### src/rtl/tanh_pkg.sv
// Shared constants and sequencer FSM encoding for the tanh job sequencer.
// Saturation constants serve the optional TANH_SAT_BYPASS_EN build.
package tanh_pkg;

   localparam int unsigned TanhWidth = 16;
   localparam int unsigned TanhFrac  = 12;

   localparam logic [TanhWidth-1:0] TanhOne       = 16'h1000;
   localparam logic [TanhWidth-1:0] TanhSatThresh = 16'h4000;
   localparam logic [TanhWidth-1:0] TanhSatPos    = TanhOne - 16'd1;
   localparam logic [TanhWidth-1:0] TanhSatNeg    = 16'd0 - TanhSatPos;

   typedef enum logic [2:0] {
      StIdle     = 3'd0,
      StLaunch   = 3'd1,
      StWaitBusy = 3'd2,
      StWaitDone = 3'd3,
      StHold     = 3'd4
   } seq_state_e;

endpackage

### src/rtl/tanh_in_fifo.sv
// Synchronous operand FIFO with push/pop, full/empty flags and occupancy count.
// DEPTH must be a power of two so the pointers wrap by natural overflow.
module tanh_in_fifo #(
   parameter int unsigned WIDTH = 16,
   parameter int unsigned DEPTH = 4
) (
   input  logic                         clk_i,
   input  logic                         rst_i,
   input  logic                         push_i,
   input  logic [WIDTH-1:0]             wdata_i,
   input  logic                         pop_i,
   output logic [WIDTH-1:0]             rdata_o,
   output logic                         full_o,
   output logic                         empty_o,
   output logic [$clog2(DEPTH+1)-1:0]   count_o
);

   localparam int unsigned PtrW = (DEPTH > 1) ? $clog2(DEPTH) : 1;
   localparam int unsigned CntW = $clog2(DEPTH + 1);

   logic [WIDTH-1:0] mem_q [DEPTH];
   logic [PtrW-1:0]  wr_ptr_q, wr_ptr_d;
   logic [PtrW-1:0]  rd_ptr_q, rd_ptr_d;
   logic [CntW-1:0]  count_q, count_d;
   logic             do_push, do_pop;

   assign full_o  = (count_q == CntW'(DEPTH));
   assign empty_o = (count_q == '0);
   assign do_push = push_i && !full_o;
   assign do_pop  = pop_i && !empty_o;

   assign rdata_o = mem_q[rd_ptr_q];
   assign count_o = count_q;

   always_comb begin
      wr_ptr_d = wr_ptr_q;
      rd_ptr_d = rd_ptr_q;
      count_d  = count_q;
      if (do_push) begin
         wr_ptr_d = wr_ptr_q + PtrW'(1);
      end
      if (do_pop) begin
         rd_ptr_d = rd_ptr_q + PtrW'(1);
      end
      if (do_push && !do_pop) begin
         count_d = count_q + CntW'(1);
      end else if (do_pop && !do_push) begin
         count_d = count_q - CntW'(1);
      end
   end

   always_ff @(posedge clk_i) begin
      if (rst_i) begin
         wr_ptr_q <= '0;
         rd_ptr_q <= '0;
         count_q  <= '0;
      end else begin
         wr_ptr_q <= wr_ptr_d;
         rd_ptr_q <= rd_ptr_d;
         count_q  <= count_d;
      end
   end

   // Storage needs no reset: count gates every read of it.
   always_ff @(posedge clk_i) begin
      if (do_push) begin
         mem_q[wr_ptr_q] <= wdata_i;
      end
   end

endmodule

### src/rtl/tanh_job_sequencer.sv
// Feeds buffered x operands one at a time to the tanh core and holds each result
// on a valid/ready port. Define TANH_SAT_BYPASS_EN to short-circuit saturating operands.
module tanh_job_sequencer
   import tanh_pkg::*;
#(
   parameter int unsigned     WIDTH      = TanhWidth,
   parameter int unsigned     FRAC       = TanhFrac,
   parameter int unsigned     DEPTH      = 4,
   parameter logic [WIDTH-1:0] SAT_THRESH = WIDTH'(TanhSatThresh)
) (
   input  logic             clk,
   input  logic             rst,
   input  logic             in_valid,
   output logic             in_ready,
   input  logic [WIDTH-1:0] in_x,
   output logic             core_start,
   output logic [WIDTH-1:0] core_x,
   input  logic             core_ready,
   input  logic [WIDTH-1:0] core_result,
   output logic             out_valid,
   input  logic             out_ready,
   output logic [WIDTH-1:0] out_y,
   output logic             busy
);

   localparam int unsigned CntW = $clog2(DEPTH + 1);

   if (FRAC >= WIDTH - 1 || DEPTH < 2 || (DEPTH & (DEPTH - 1)) != 0 ||
       $signed(SAT_THRESH) <= 0) begin : g_bad_cfg
      $error("tanh_job_sequencer: unsupported parameter set");
   end

   seq_state_e       state_q, state_d;
   logic [WIDTH-1:0] core_x_q, core_x_d;
   logic [WIDTH-1:0] out_y_q, out_y_d;
   logic             core_start_q, core_start_d;
   logic             out_valid_q, out_valid_d;

   logic             fifo_pop;
   logic             fifo_full;
   logic             fifo_empty;
   logic [WIDTH-1:0] fifo_head;
   logic [CntW-1:0]  fifo_count;

   logic             head_sat;
   logic [WIDTH-1:0] sat_y;

   tanh_in_fifo #(
      .WIDTH (WIDTH),
      .DEPTH (DEPTH)
   ) u_in_fifo (
      .clk_i   (clk),
      .rst_i   (rst),
      .push_i  (in_valid),
      .wdata_i (in_x),
      .pop_i   (fifo_pop),
      .rdata_o (fifo_head),
      .full_o  (fifo_full),
      .empty_o (fifo_empty),
      .count_o (fifo_count)
   );

`ifdef TANH_SAT_BYPASS_EN
   localparam logic [WIDTH-1:0] One    = WIDTH'(1) << FRAC;
   localparam logic [WIDTH-1:0] SatPos = One - WIDTH'(1);
   localparam logic [WIDTH-1:0] SatNeg = WIDTH'(0) - SatPos;

   // Two signed compares instead of |x| so the most-negative code cannot overflow.
   assign head_sat = ($signed(fifo_head) >= $signed(SAT_THRESH)) ||
                     ($signed(fifo_head) <= -$signed(SAT_THRESH));
   assign sat_y    = fifo_head[WIDTH-1] ? SatNeg : SatPos;
`else
   assign head_sat = 1'b0;
   assign sat_y    = '0;
`endif

   always_comb begin
      state_d      = state_q;
      core_x_d     = core_x_q;
      out_y_d      = out_y_q;
      out_valid_d  = out_valid_q;
      core_start_d = 1'b0;
      fifo_pop     = 1'b0;
      unique case (state_q)
         StIdle: begin
            if (!fifo_empty) begin
               if (head_sat) begin
                  fifo_pop    = 1'b1;
                  out_y_d     = sat_y;
                  out_valid_d = 1'b1;
                  state_d     = StHold;
               end else if (core_ready) begin
                  fifo_pop     = 1'b1;
                  core_x_d     = fifo_head;
                  core_start_d = 1'b1;
                  state_d      = StLaunch;
               end
            end
         end
         StLaunch: begin
            state_d = StWaitBusy;
         end
         StWaitBusy: begin
            if (!core_ready) begin
               state_d = StWaitDone;
            end
         end
         StWaitDone: begin
            if (core_ready) begin
               out_y_d     = core_result;
               out_valid_d = 1'b1;
               state_d     = StHold;
            end
         end
         StHold: begin
            if (out_ready) begin
               out_valid_d = 1'b0;
               state_d     = StIdle;
            end
         end
         default: begin
            state_d = StIdle;
         end
      endcase
   end

   always_ff @(posedge clk) begin
      if (rst) begin
         state_q      <= StIdle;
         core_x_q     <= '0;
         out_y_q      <= '0;
         core_start_q <= 1'b0;
         out_valid_q  <= 1'b0;
      end else begin
         state_q      <= state_d;
         core_x_q     <= core_x_d;
         out_y_q      <= out_y_d;
         core_start_q <= core_start_d;
         out_valid_q  <= out_valid_d;
      end
   end

   assign in_ready   = !fifo_full;
   assign core_start = core_start_q;
   assign core_x     = core_x_q;
   assign out_valid  = out_valid_q;
   assign out_y      = out_y_q;
   assign busy       = (fifo_count != '0) || (state_q != StIdle);

endmodule

### config.mk
export PLATFORM = sky130hd
export DESIGN_NAME = tanh_job_sequencer
export DESIGN_NICKNAME = d
export VERILOG_FILES = /design/src/rtl/tanh_pkg.sv /design/src/rtl/tanh_in_fifo.sv /design/src/rtl/tanh_job_sequencer.sv
export SDC_FILE = /design/constraint.sdc
export NUM_CORES = 1
export LEC_CHECK = 0
export CAP_MARGIN = 20
export CORE_UTILIZATION = 49
export CTS_BUF_LIST = sky130_fd_sc_hd__clkbuf_8
export DETAILED_ROUTE_END_ITERATION = 10
export PLACE_DENSITY = 0.88
export SLEW_MARGIN = 40
export SYNTH_ARGS = -nofsm -noshare
export SYNTH_HDL_FRONTEND = slang
export SYNTH_HIERARCHICAL = 1
export SYNTH_SLANG_ARGS = --single-unit
### constraint.sdc
create_clock -name clk -period 2.3 [get_ports clk]
set_input_delay 0.46 -clock clk [delete_from_list [all_inputs] [get_ports clk]]
set_output_delay 0.46 -clock clk [all_outputs]
set_load 0.02 [all_outputs]
==> impl.org <==
** Status
- Run status :: complete, no violations

** Synth
- The number of nets in the synthesized netlist is 337.
- Of all flip-flops after synthesis, the portion carrying an async set or reset was 0%.
- Number of enable-type register cells in the synthesized netlist :: 64
- Sequential-to-total area share from yosys stat :: 65.82%
- Syn Std Cell Area :: 4319 sq um
- In the synthesized netlist the dominant register cell turns out to be sky130_fd_sc_hd__edfxtp_1.
- Cell variety after synth :: 36
- After technology mapping, the gate count stands at 294.
- Counting flops and latches in the post-synthesis netlist gives 110.
- Yosys warning count :: 6
- Averaged over all synthesized cells, the footprint is 14.69 sq um.

** Floorplan
- The die covers 9194 sq um.
- Die height :: 95.89 um
- Starting utilization of the core area :: 51.53%
- Core Area :: 8382 sq um
- I/O pin count :: 73
- The floorplan has 33 rows.
- Die Width :: 95.89 um

** Global route
- Maximum number of pins on one net before global-route repair :: 48
- Global routing usage summed across all routing layers :: 18.16%
- Summed over all layers, the global routing overflow is 0.
- The via count of the first global-routing pass came to 2,600.
- The first global-routing pass estimated 12.30 mm of wire.
- Antenna violations before repair :: 0

** CTS
- Buffer depth of the longest clock path :: 2
- Clock tree synthesis found a total of 110 sinks.
- TritonCTS built the clock tree.
- Buffers inserted during post-CTS setup optimization :: 0
- Clk root buf :: sky130_fd_sc_hd__clkbuf_8
- Clock-pin slew was measured on the worst setup and hold paths at 0.11 ns.
- Level count of the clock H-tree :: 3
- Number of clock buffers inserted by TritonCTS :: 9
- The later pin in the worst-skew pair is clocked with a latency of 0.37 ns.

** Route
- In the routed layout, each cell is associated on average with a via count of 5.187.
- Remaining antenna violation count :: 0
- In this run, the number of DRC markers left after iteration 0 of detailed routing was 111.
- Remaining routing DRC violations :: 0
- For this block, the routed nets add up to 7.606 mm of wire.
- Dividing the detail-routed wire length by the instance count gives 15.65 um.
- Number of vias in the routed layout :: 2,521
- Before antenna repair, the detailed router went through 4 iterations.

** Placed design
- Final weighted congestion in routability-driven placement :: 0.7530
- Final HPWL DP :: 5.128 mm
- In this run the tool buffered the top-level ports with 72 buffer cells.
- Placed Cells :: 470

** STA
- In this run the tightest slew margin relative to its limit is 56.25%.
- Setup violations remaining at the end of the flow were counted as 0.
- At the pin with the least slew margin, the transition time is 0.6562 ns.
- Setup repair after global routing missed its margin :: false
- Total negative setup slack :: 0 ns
- Between clock sinks in the finished design, the worst skew comes to 0.01613 ns.
- Final Max Tran Viols :: 0
- Minimum period implied by the final worst setup slack :: 2.155 ns
- Based on the critical path, the design can be clocked at up to 464.0 MHz.
- Hold Fails Final Rpt :: 0
- Post-route clock period utilization :: 93.71%

** Cells and area
- The library cells used most frequently in the layout, excluding fill and tap cells, are sky130_fd_sc_hd__clkdlybuf4s50_1 (71), sky130_fd_sc_hd__edfxtp_1 (64), sky130_fd_sc_hd__dfxtp_1 (43).
- For this run, the post-layout net count is 419.
- Relative to the synthesized area, the layout overhead comes to 24.80%.
- The repair_antennas step left the layout with diodes totalling 0.
- Layout cells sized above 1 :: 15.49%
- Counting the fill cells in the layout gives 647.
- The library cell used most frequently in the layout, excluding fill and tap cells, is sky130_fd_sc_hd__clkdlybuf4s50_1.
- Number of standard cells in the layout, taps in and fillers out :: 486

** Worst hold path
- Worst hold stages :: 2
- For hold timing, the worst endpoint is out_y[5]$_SDFFE_PP0P_.
- Classification of the worst-slack hold path :: flip-flop to flip-flop
- Hold Crit Start :: out_y[5]$_SDFFE_PP0P_

** Pwr
- Proportion of power drawn by flip-flops and latches :: 50.0%
- Worst VDD drop :: 0.0005964 V
- Summed over all nets, the switching power comes to 1.449 mW.
- Leak :: 1.828 nW
- Total Power Consumption :: 5.037 mW
- In this run the power density over the cells is 934.4 nW/um^2.
- Combinational cells account for 27.3% of the total power.
- Switching share of power :: 28.77%
- Internal :: 3.588 mW
- Per report_power, the clock group accounts for 22.7% of the total.

** Worst setup path
- The startpoint identified for the worst register-to-register timing path is state_q[0]$_SDFFE_PP0P_.
- The worst register-to-register path ends at u_in_fifo/count_o[2]$_SDFFE_PP0P_.
- Kind of capture point of the worst setup path :: output port
- Data on the critical path is required at its endpoint by 1.84 ns.
- Data arrival, critical path :: 1.70 ns
- For the worst flop-to-flop path, the logic depth is 9.
- Setup CP Type :: flip-flop to output port
- Reg2reg setup slack :: 0.15 ns
- Critical path fanouts, max :: 7
- CP Launch Type :: flip-flop

** Flow run
- Number of max-cap violations :: 0
==> routing by layer <==
metal | up-vias | share of wire [%] | GRT usage, %
met5 | - | 0 | 0
met4 | 0 | 1.3 | 6.343
met3 | 8 | 5.9 | 4.739
met2 | 70 | 51 | 31.73
met1 | 1223 | 42 | 21.75
li1 | 1220 | - | -
==> worst max-delay path by stage <==
stage | cells after the start | slack (ns) | to | start
finish | 3 | 0.14 | in_ready | u_in_fifo/count_o[2]$_SDFFE_PP0P_
global route | 3 | 0.007 | in_ready | u_in_fifo/count_o[2]$_SDFFE_PP0P_
CTS | 3 | 0.05 | busy | u_in_fifo/count_o[1]$_SDFFE_PP0P_
detailed placement | 9 | -0.21 | u_in_fifo/count_o[2]$_SDFFE_PP0P_ | core_ready
global placement | 9 | -0.17 | u_in_fifo/count_o[2]$_SDFFE_PP0P_ | core_ready
floorplan | 11 | 0.02 | u_in_fifo/count_o[2]$_SDFFE_PP0P_ | u_in_fifo/count_o[0]$_SDFFE_PP0P_
==> cell families (layout without fill, tap and decap cells) <==
family                   count (synthesis)  after routing  share of synthesized area (%)
flip-flops                             110            110                          65.82
XOR/XNOR                                 4              4                         0.8110
buffers and inverters                   21            108                          3.273
adder cells (fa/ha/maj)                  6              6                          1.912
multiplexers                            35             35                          12.75
AND/OR/NAND/NOR                         93             93                          12.17
AO/OA/AOI/OAI                           25             25                          3.274
==> sequential cells by signal (all words and copies together) (netlist names), named ones only <==
register            count
out_y                  16
state_q                 3
u_in_fifo/count_o       3
u_in_fifo/mem_q        64
out_valid               1
u_in_fifo/rd_ptr_q      2
core_start              1
core_x                 16
u_in_fifo/wr_ptr_q      2
==> worst max-delay path, cell delays in order, from the launching register on <==
cell and delay [ns]:
sky130_fd_sc_hd__dfxtp_2 0.43, sky130_fd_sc_hd__nor3b_2 0.30, sky130_fd_sc_hd__inv_1 0.07, sky130_fd_sc_hd__clkdlybuf4s50_1 0.54
==> per-stage QoR <==
stage	area, sq um	hold WS [ns]	util, %	worst slack [ns]
2_1_floorplan	4335	0.4818	-	0.01634
3_3_place_gp	5194	0.4425	61.96	-0.1705
3_5_place_dp	5194	0.4471	61.96	-0.2095
4_1_cts	5389	0.4623	64.29	0.05144
5_1_grt	5390	0.4783	64.31	0.007331
6_report	5390	0.4605	64.31	0.1448
==> layout make-up <==
class	instances	area [sq um]	share of cell area (%)
repair buffers	86	845.8	15.69
well taps	105	131.4	2.437
clock inverters	7	71.32	1.323
inverters	6	22.52	0.4178
multi-input cells	163	1349	25.02
clock buffers	9	123.9	2.298
flip-flops and latches	110	2846	52.81
==> power by group through the flow <==
stage               registers (mW)  clock network (mW)  logic [mW]
detailed placement            2.57                   0        1.39
global placement              2.55                   0        1.35
finish                        2.52                1.14        1.38
global route                  2.55                1.27        1.48
CTS                           2.52                1.17        1.40
floorplan                     2.65                   0       0.837
==> synth_stat cells (3+ instances only) <==
cell | number | share of area [%]
sky130_fd_sc_hd__a21oi_1 | 19 | 2.2
sky130_fd_sc_hd__and2_1 | 4 | 0.58
sky130_fd_sc_hd__buf_2 | 3 | 0.35
sky130_fd_sc_hd__buf_6 | 3 | 0.78
sky130_fd_sc_hd__clkbuf_1 | 6 | 0.52
sky130_fd_sc_hd__dfxtp_1 | 46 | 21
sky130_fd_sc_hd__edfxtp_1 | 64 | 44
sky130_fd_sc_hd__ha_1 | 5 | 1.4
sky130_fd_sc_hd__inv_1 | 6 | 0.52
sky130_fd_sc_hd__mux2i_1 | 19 | 4.4
sky130_fd_sc_hd__mux4_2 | 16 | 8.3
sky130_fd_sc_hd__nand2_1 | 32 | 2.8
sky130_fd_sc_hd__nand2b_1 | 34 | 4.9
sky130_fd_sc_hd__nor2_1 | 6 | 0.52
sky130_fd_sc_hd__nor3_1 | 4 | 0.46
sky130_fd_sc_hd__xor2_1 | 4 | 0.81
==> timing repair <==
| item | CTS | global route |
|---|---|---|
| endpoints found under the setup margin | 0 | 2 |
| resized for setup | 0 | 1 |
| hold buffers | 0 | 0 |
(Power assumes the default switching activity.)
